<file path="src/rtl/seven_seg_scan_if.sv">
// rtl/seven_seg_scan_if.sv - load/scan inputs and multiplexed display outputs of seven_seg_scan
interface seven_seg_scan_if;
  logic        anode_signal;
  logic        load;
  logic [15:0] value;
  logic [3:0]  dp_in;
  logic [3:0]  an;
  logic [6:0]  seg;
  logic        dp;
  logic [1:0]  digit_sel;

  modport master (
    output anode_signal, load, value, dp_in,
    input  an, seg, dp, digit_sel
  );

  modport slave (
    input  anode_signal, load, value, dp_in,
    output an, seg, dp, digit_sel
  );
endinterface

</file>
<file path="src/rtl/seven_seg_scan.sv">
// rtl/seven_seg_scan.sv - four-digit hex display scanner with dead-time blanking and double-buffered value
module seven_seg_scan #(
  parameter int DIGITS       = 4,
  parameter int BLANK_CYCLES = 4
) (
  input  logic            clk,
  input  logic            reset,
  seven_seg_scan_if.slave bus
);

  typedef enum logic [1:0] {
    IDLE  = 2'd0,
    BLANK = 2'd1,
    DRIVE = 2'd2
  } state_t;

  localparam logic [1:0] LAST_SEL  = 2'(DIGITS - 1);
  localparam logic [4:0] BLANK_LD  = 5'(BLANK_CYCLES);

  state_t      state_q, state_d;
  logic [4:0]  cnt_q, cnt_d;
  logic [1:0]  sel_q, sel_d;
  logic [15:0] disp_val_q, disp_val_d;
  logic [3:0]  disp_dp_q, disp_dp_d;
  logic [15:0] shadow_val_q, shadow_val_d;
  logic [3:0]  shadow_dp_q, shadow_dp_d;
  logic        pending_q, pending_d;
  logic        anode_q;
  logic [3:0]  an_q, an_d;
  logic [6:0]  seg_q, seg_d;
  logic        dp_q, dp_d;
  logic        tick;

  function automatic logic [6:0] hex7(input logic [3:0] nib);
    logic [6:0] s;
    case (nib)
      4'h0: s = 7'b1000000;
      4'h1: s = 7'b1111001;
      4'h2: s = 7'b0100100;
      4'h3: s = 7'b0110000;
      4'h4: s = 7'b0011001;
      4'h5: s = 7'b0010010;
      4'h6: s = 7'b0000010;
      4'h7: s = 7'b1111000;
      4'h8: s = 7'b0000000;
      4'h9: s = 7'b0010000;
      4'hA: s = 7'b0001000;
      4'hB: s = 7'b0000011;
      4'hC: s = 7'b1000110;
      4'hD: s = 7'b0100001;
      4'hE: s = 7'b0000110;
      4'hF: s = 7'b0001110;
    endcase
    return s;
  endfunction

  assign tick = (bus.anode_signal != anode_q);

  always_comb begin
    state_d      = state_q;
    cnt_d        = cnt_q;
    sel_d        = sel_q;
    disp_val_d   = disp_val_q;
    disp_dp_d    = disp_dp_q;
    shadow_val_d = shadow_val_q;
    shadow_dp_d  = shadow_dp_q;
    pending_d    = pending_q;

    if (bus.load) begin
      shadow_val_d = bus.value;
      shadow_dp_d  = bus.dp_in;
      pending_d    = 1'b1;
    end

    case (state_q)
      IDLE: begin
        if (bus.load) begin
          disp_val_d = bus.value;
          disp_dp_d  = bus.dp_in;
          pending_d  = 1'b0;
          sel_d      = 2'd0;
          cnt_d      = BLANK_LD;
          state_d    = BLANK;
        end
      end
      BLANK: begin
        cnt_d = cnt_q - 5'd1;
        if (cnt_q <= 5'd1) begin
          state_d = DRIVE;
        end
      end
      DRIVE: begin
        if (tick) begin
          state_d = BLANK;
          cnt_d   = BLANK_LD;
          if (sel_q == LAST_SEL) begin
            sel_d = 2'd0;
            // Frame boundary: swap in the buffered value; a load landing now waits for the next wrap.
            if (pending_q) begin
              disp_val_d = shadow_val_q;
              disp_dp_d  = shadow_dp_q;
              if (!bus.load) begin
                pending_d = 1'b0;
              end
            end
          end else begin
            sel_d = sel_q + 2'd1;
          end
        end
      end
      default: state_d = IDLE;
    endcase

    // Outputs are decoded from next-state so they register in step with the state change.
    an_d  = 4'b1111;
    seg_d = 7'b1111111;
    dp_d  = 1'b1;
    if (state_d == DRIVE) begin
      an_d  = ~(4'b0001 << sel_d);
      seg_d = hex7(disp_val_d[{sel_d, 2'b00} +: 4]);
      dp_d  = ~disp_dp_d[sel_d];
    end
  end

  always_ff @(posedge clk) begin
    if (reset) begin
      state_q      <= IDLE;
      cnt_q        <= 5'd0;
      sel_q        <= 2'd0;
      disp_val_q   <= 16'd0;
      disp_dp_q    <= 4'd0;
      shadow_val_q <= 16'd0;
      shadow_dp_q  <= 4'd0;
      pending_q    <= 1'b0;
      anode_q      <= 1'b0;
      an_q         <= 4'b1111;
      seg_q        <= 7'b1111111;
      dp_q         <= 1'b1;
    end else begin
      state_q      <= state_d;
      cnt_q        <= cnt_d;
      sel_q        <= sel_d;
      disp_val_q   <= disp_val_d;
      disp_dp_q    <= disp_dp_d;
      shadow_val_q <= shadow_val_d;
      shadow_dp_q  <= shadow_dp_d;
      pending_q    <= pending_d;
      anode_q      <= bus.anode_signal;
      an_q         <= an_d;
      seg_q        <= seg_d;
      dp_q         <= dp_d;
    end
  end

  assign bus.an        = an_q;
  assign bus.seg       = seg_q;
  assign bus.dp        = dp_q;
  assign bus.digit_sel = sel_q;

endmodule
</file>
<file path="src/flat_wrapper.sv">
// flat-port wrapper written by rule: the top's interface ports become plain ports
module seven_seg_scan_flat 
#(
  parameter int DIGITS       = 4,
  parameter int BLANK_CYCLES = 4
)
  (clk, reset, bus_anode_signal, bus_load, bus_value, bus_dp_in, bus_an, bus_seg, bus_dp, bus_digit_sel);
  seven_seg_scan_if bus_i ();
  input  logic clk;
  input  logic reset;
  input wire logic [$bits(bus_i.anode_signal)-1:0] bus_anode_signal;
  input wire logic [$bits(bus_i.load)-1:0] bus_load;
  input wire logic [$bits(bus_i.value)-1:0] bus_value;
  input wire logic [$bits(bus_i.dp_in)-1:0] bus_dp_in;
  output wire logic [$bits(bus_i.an)-1:0] bus_an;
  output wire logic [$bits(bus_i.seg)-1:0] bus_seg;
  output wire logic [$bits(bus_i.dp)-1:0] bus_dp;
  output wire logic [$bits(bus_i.digit_sel)-1:0] bus_digit_sel;
  assign bus_i.anode_signal = bus_anode_signal;
  assign bus_i.load = bus_load;
  assign bus_i.value = bus_value;
  assign bus_i.dp_in = bus_dp_in;
  assign bus_an = bus_i.an;
  assign bus_seg = bus_i.seg;
  assign bus_dp = bus_i.dp;
  assign bus_digit_sel = bus_i.digit_sel;
  seven_seg_scan #(.DIGITS(DIGITS), .BLANK_CYCLES(BLANK_CYCLES)) u_core (.clk(clk), .reset(reset), .bus(bus_i));
endmodule
</file>
<file path="config.mk">
export PLATFORM = sky130hd
export DESIGN_NAME = seven_seg_scan_flat
export DESIGN_NICKNAME = d
export VERILOG_FILES = /design/src/rtl/seven_seg_scan_if.sv /design/src/rtl/seven_seg_scan.sv /design/src/flat_wrapper.sv
export SDC_FILE = /design/constraint.sdc
export NUM_CORES = 1
export LEC_CHECK = 0
export ABC_AREA = 1
export CAP_MARGIN = 25
export CORE_UTILIZATION = 35
export DETAILED_ROUTE_END_ITERATION = 10
export PLACE_DENSITY_LB_ADDON = 0.05
export SETUP_SLACK_MARGIN = 0.02
export SLEW_MARGIN = 20
export SYNTH_ARGS = -nofsm -noshare
export SYNTH_HDL_FRONTEND = slang
export SYNTH_SLANG_ARGS = --single-unit
</file>
<file path="constraint.sdc">
create_clock -name clk -period 3.9 [get_ports clk]
set_input_delay 0.78 -clock clk [delete_from_list [all_inputs] [get_ports clk]]
set_output_delay 0.78 -clock clk [all_outputs]
set_load 0.005 [all_outputs]
</file>
==> results.toml <==
[route]
wl_met2_mm = 3.569
wl_mm = 8.010
wl_met1_mm = 4.027
top_layer = "met4"
drc = 0
met3_length_um = 321
avgRoutedWirePerCell_um = 12.92
viasPerCell = 4.789
dr_total_vias = 2969
postRouteAntennaNets = 0
drt_iter0_drc = 101
firstDrtPassIters = 4

[critical_path]
cp_data_arrival_time_ps = 3100
crit_chain = "clkdlybuf4s50_1, inv_2, nand2_1, nand2_2, nand2_2, nand2_4, nand2_2, nand2_1, nand3_1, nand2_1, nand2_1, nor2_2, inv_1, ha_1, nand2_2, nand2_1, nand2_1, nand3_1"
max_stage_delay_ps = 460
critPathCaptureType = "flip-flop"
rrSetupSlack_ps = 1320
start_kind = "input pin"
cpMaxStageDelayCell = "clkdlybuf4s50_1"
timing.rr.start = "u_core.bus.digit_sel[0]$_SDFF_PP0_"
rr_worst_depth = 17
path_class = "input pin to flip-flop"
crit_path_frequent_cell = "nand2_1"
cp_max_fo = 13
reg2reg_to = "u_core.bus.seg[3]$_SDFF_PP1_"
cp.required_ps = 4130

[floorplan]
die_w_um = 98.67
rows = 34
coreArea_sq_um = 8891
die_h_um = 98.67
io_pins = 38
start_util_pct = 36.79
dieArea_sq_um = 9735

[place]
dp_slack_ps = 681.7
gp_congestion = 0.8415
place_area_sq_um = 3746
port_buffers = 37
dp_hpwl_mm = 5.756

[pwr]
power.internal_mw = 1.265
p_clk_share_pct = 33.9
ir_drop_uv = 183.0
switching_share_pct = 31.93
seqPwrFrac_pct = 39.8
power.switching_mw = 0.5935
comb_power_share_pct = 26.3
cellLeakagePower_nw = 1.775
cellPowerDensity_nw_per_um2 = 469.7
power_mw = 1.859

[clock_network]
clockRootBuffer = "clkbuf_8"
cts_hold_buf = 0
clk_latency_ps = 350
numCtsBuffers = 9
post_cts_buffers = 0
clk_pin_slew_worst_paths_ps = 70
ctsResizeCount = 0
htree_levels = 3
cts_tree = "yes"
clockBufferDepth = 2
clock-sinks = 63

[global_route]
grt_max_degree = 49
track_usage_pct = 17.95
grt_pass1_vias = 2751
antenna_found_initial = 0
grt_pass1_wl_mm = 13.55
grt-ovfl-total = 0

[timing]
rsz0062_at_grt = "false"
drv_slew = 0
worstMarginPinSlew_ps = 538.5
finClkSkew_ps = 7.903
layout_setup_ws_ps = 1023
slew_headroom_pct = 64.10
fmaxAchievable_mhz = 347.6
fin_crit_ps = 2877
whs_ps = 462.5
finalSetupTns_ps = 0
setup_viol = 0
fin_crit_sh_pct = 73.77
hold_viol = 0

[synthesis]
synth_seq_cells = 63
yosys_warnings = 0
ys_types = 31
synth.cell_area_sq_um = 3271
synth_nets = 500
avgSynthCellArea_sq_um = 6.974
yosysSeqAreaShare_pct = 38.56
syn_inst = 469

[layout]
fillerInstances = 939
drive_gt1_share_pct = 12.50
final_cell_area_sq_um = 3958
layout.nets = 539
antenna_cells = 0
syn_to_final_growth_pct = 21.00

[worst_hold_path]
worstHoldPathType = "flip-flop to flip-flop"
hold_end = "u_core.cnt_q[1]$_SDFFE_PP0P_"
hold_start = "u_core.cnt_q[1]$_SDFFE_PP0P_"
hold_depth = 2

[job]
maxCapViolations = 0

[outcome]
status = "completed"
power by group through the flow:
stage | clock network, mW | registers, mW | logic [mW]
6_report | 0.630 | 0.741 | 0.489
5_1_grt | 0.674 | 0.748 | 0.554
4_1_cts | 0.652 | 0.741 | 0.491
3_5_place_dp | 0 | 0.755 | 0.488
3_3_place_gp | 0 | 0.756 | 0.489
2_1_floorplan | 0 | 0.750 | 0.357
logic make-up (layout without fill, tap and decap cells):
family,after synthesis,after routing,synth area share [%]
flip-flops,63,63,38.56
AO/OA/AOI/OAI,54,54,9.526
buffers and inverters,67,110,8.186
adder cells (fa/ha/maj),7,7,2.678
AND/OR/NAND/NOR,278,278,41.05
worst max-delay path, delay by kind of cell:
kind          cells  cell delay (ps)
simple gates     14             1470
fa+ha+maj         1              230
buf+inv           3              640
routing by layer:
layer | up-vias | track usage [%]
li1 | 1576 | -
met1 | 1336 | 23.83
met2 | 50 | 28.44
met3 | 7 | 4.468
met4 | 0 | 6.200
met5 | - | 0
how the worst max path moves through the flow:
stage	slack [ps]	startpoint	endpoint	depth (start not counted)
2_1_floorplan	1470	bus_anode_signal	u_core.bus.seg[3]$_SDFF_PP1_	18
3_3_place_gp	710	bus_load	u_core.bus.seg[3]$_SDFF_PP1_	16
3_5_place_dp	680	bus_anode_signal	u_core.bus.seg[3]$_SDFF_PP1_	18
4_1_cts	1050	bus_anode_signal	u_core.bus.seg[3]$_SDFF_PP1_	18
5_1_grt	690	bus_anode_signal	u_core.bus.seg[3]$_SDFF_PP1_	18
6_report	1020	bus_anode_signal	u_core.bus.seg[3]$_SDFF_PP1_	18
metrics by stage:
stage / cells / utilization [%]
final: 620 / 44.51
after global routing: 620 / 44.51
after CTS: 620 / 44.51
after detailed placement: 605 / 42.13
after global placement: 605 / 42.13
after floorplan: 469 / -
registers in the layout, indices dropped and copies added (netlist names):
signal                flops
u_core.bus.seg            7
u_core.shadow_dp_q        4
u_core.shadow_val_q      16
u_core.anode_q            1
u_core.bus.dp             1
u_core.state_q            2
u_core.disp_val_q        16
u_core.disp_dp_q          4
u_core.cnt_q              5
u_core.pending_q          1
u_core.bus.an             4
u_core.bus.digit_sel      2
cells in the mapped netlist (all sizes together):
| library cell | instances | area (sq um) |
|---|---|---|
| nand2 | 168 | 724.4 |
| dfxtp | 63 | 1261 |
| inv | 54 | 207.7 |
| nor2 | 53 | 295.3 |
| nand3 | 44 | 240.2 |
| a21oi | 27 | 135.1 |
| buf | 10 | 48.79 |
| a31oi | 9 | 56.30 |
| o21ai | 8 | 40.04 |
| ha | 7 | 87.58 |
| nand4 | 5 | 31.28 |
| a211oi | 4 | 30.03 |
| o221ai | 4 | 35.03 |
| clkbuf | 3 | 11.26 |
| or2 | 3 | 18.77 |
| nor3 | 2 | 10.01 |
| nor3b | 2 | 15.01 |
| a21boi | 1 | 7.510 |
| nand3b | 1 | 7.510 |
| o211ai | 1 | 7.510 |
area by class of cell:
class                   instances  area, sq um  area share, %
multi-input cells             339         1742          44.01
flip-flops and latches         63         1261          31.87
repair buffers                 41        400.4          10.12
inverters                      54        207.7          5.248
clock buffers                  11        141.4          3.573
well taps                     108        135.1          3.414
clock inverters                 4        70.07          1.770
cell usage in the layout, fill, tap and decap left out, types with 9 or more instances in the layout:
| cell type | count |
|---|---|
| nand2_1 | 150 |
| dfxtp_1 | 63 |
| inv_1 | 45 |
| nor2_1 | 41 |
| nand3_1 | 40 |
| clkdlybuf4s50_1 | 37 |
| a21oi_1 | 27 |
| nand2_2 | 10 |
| clkbuf_8 | 10 |
| a31oi_1 | 9 |
Note: power is estimated with default switching activity, not from simulation.
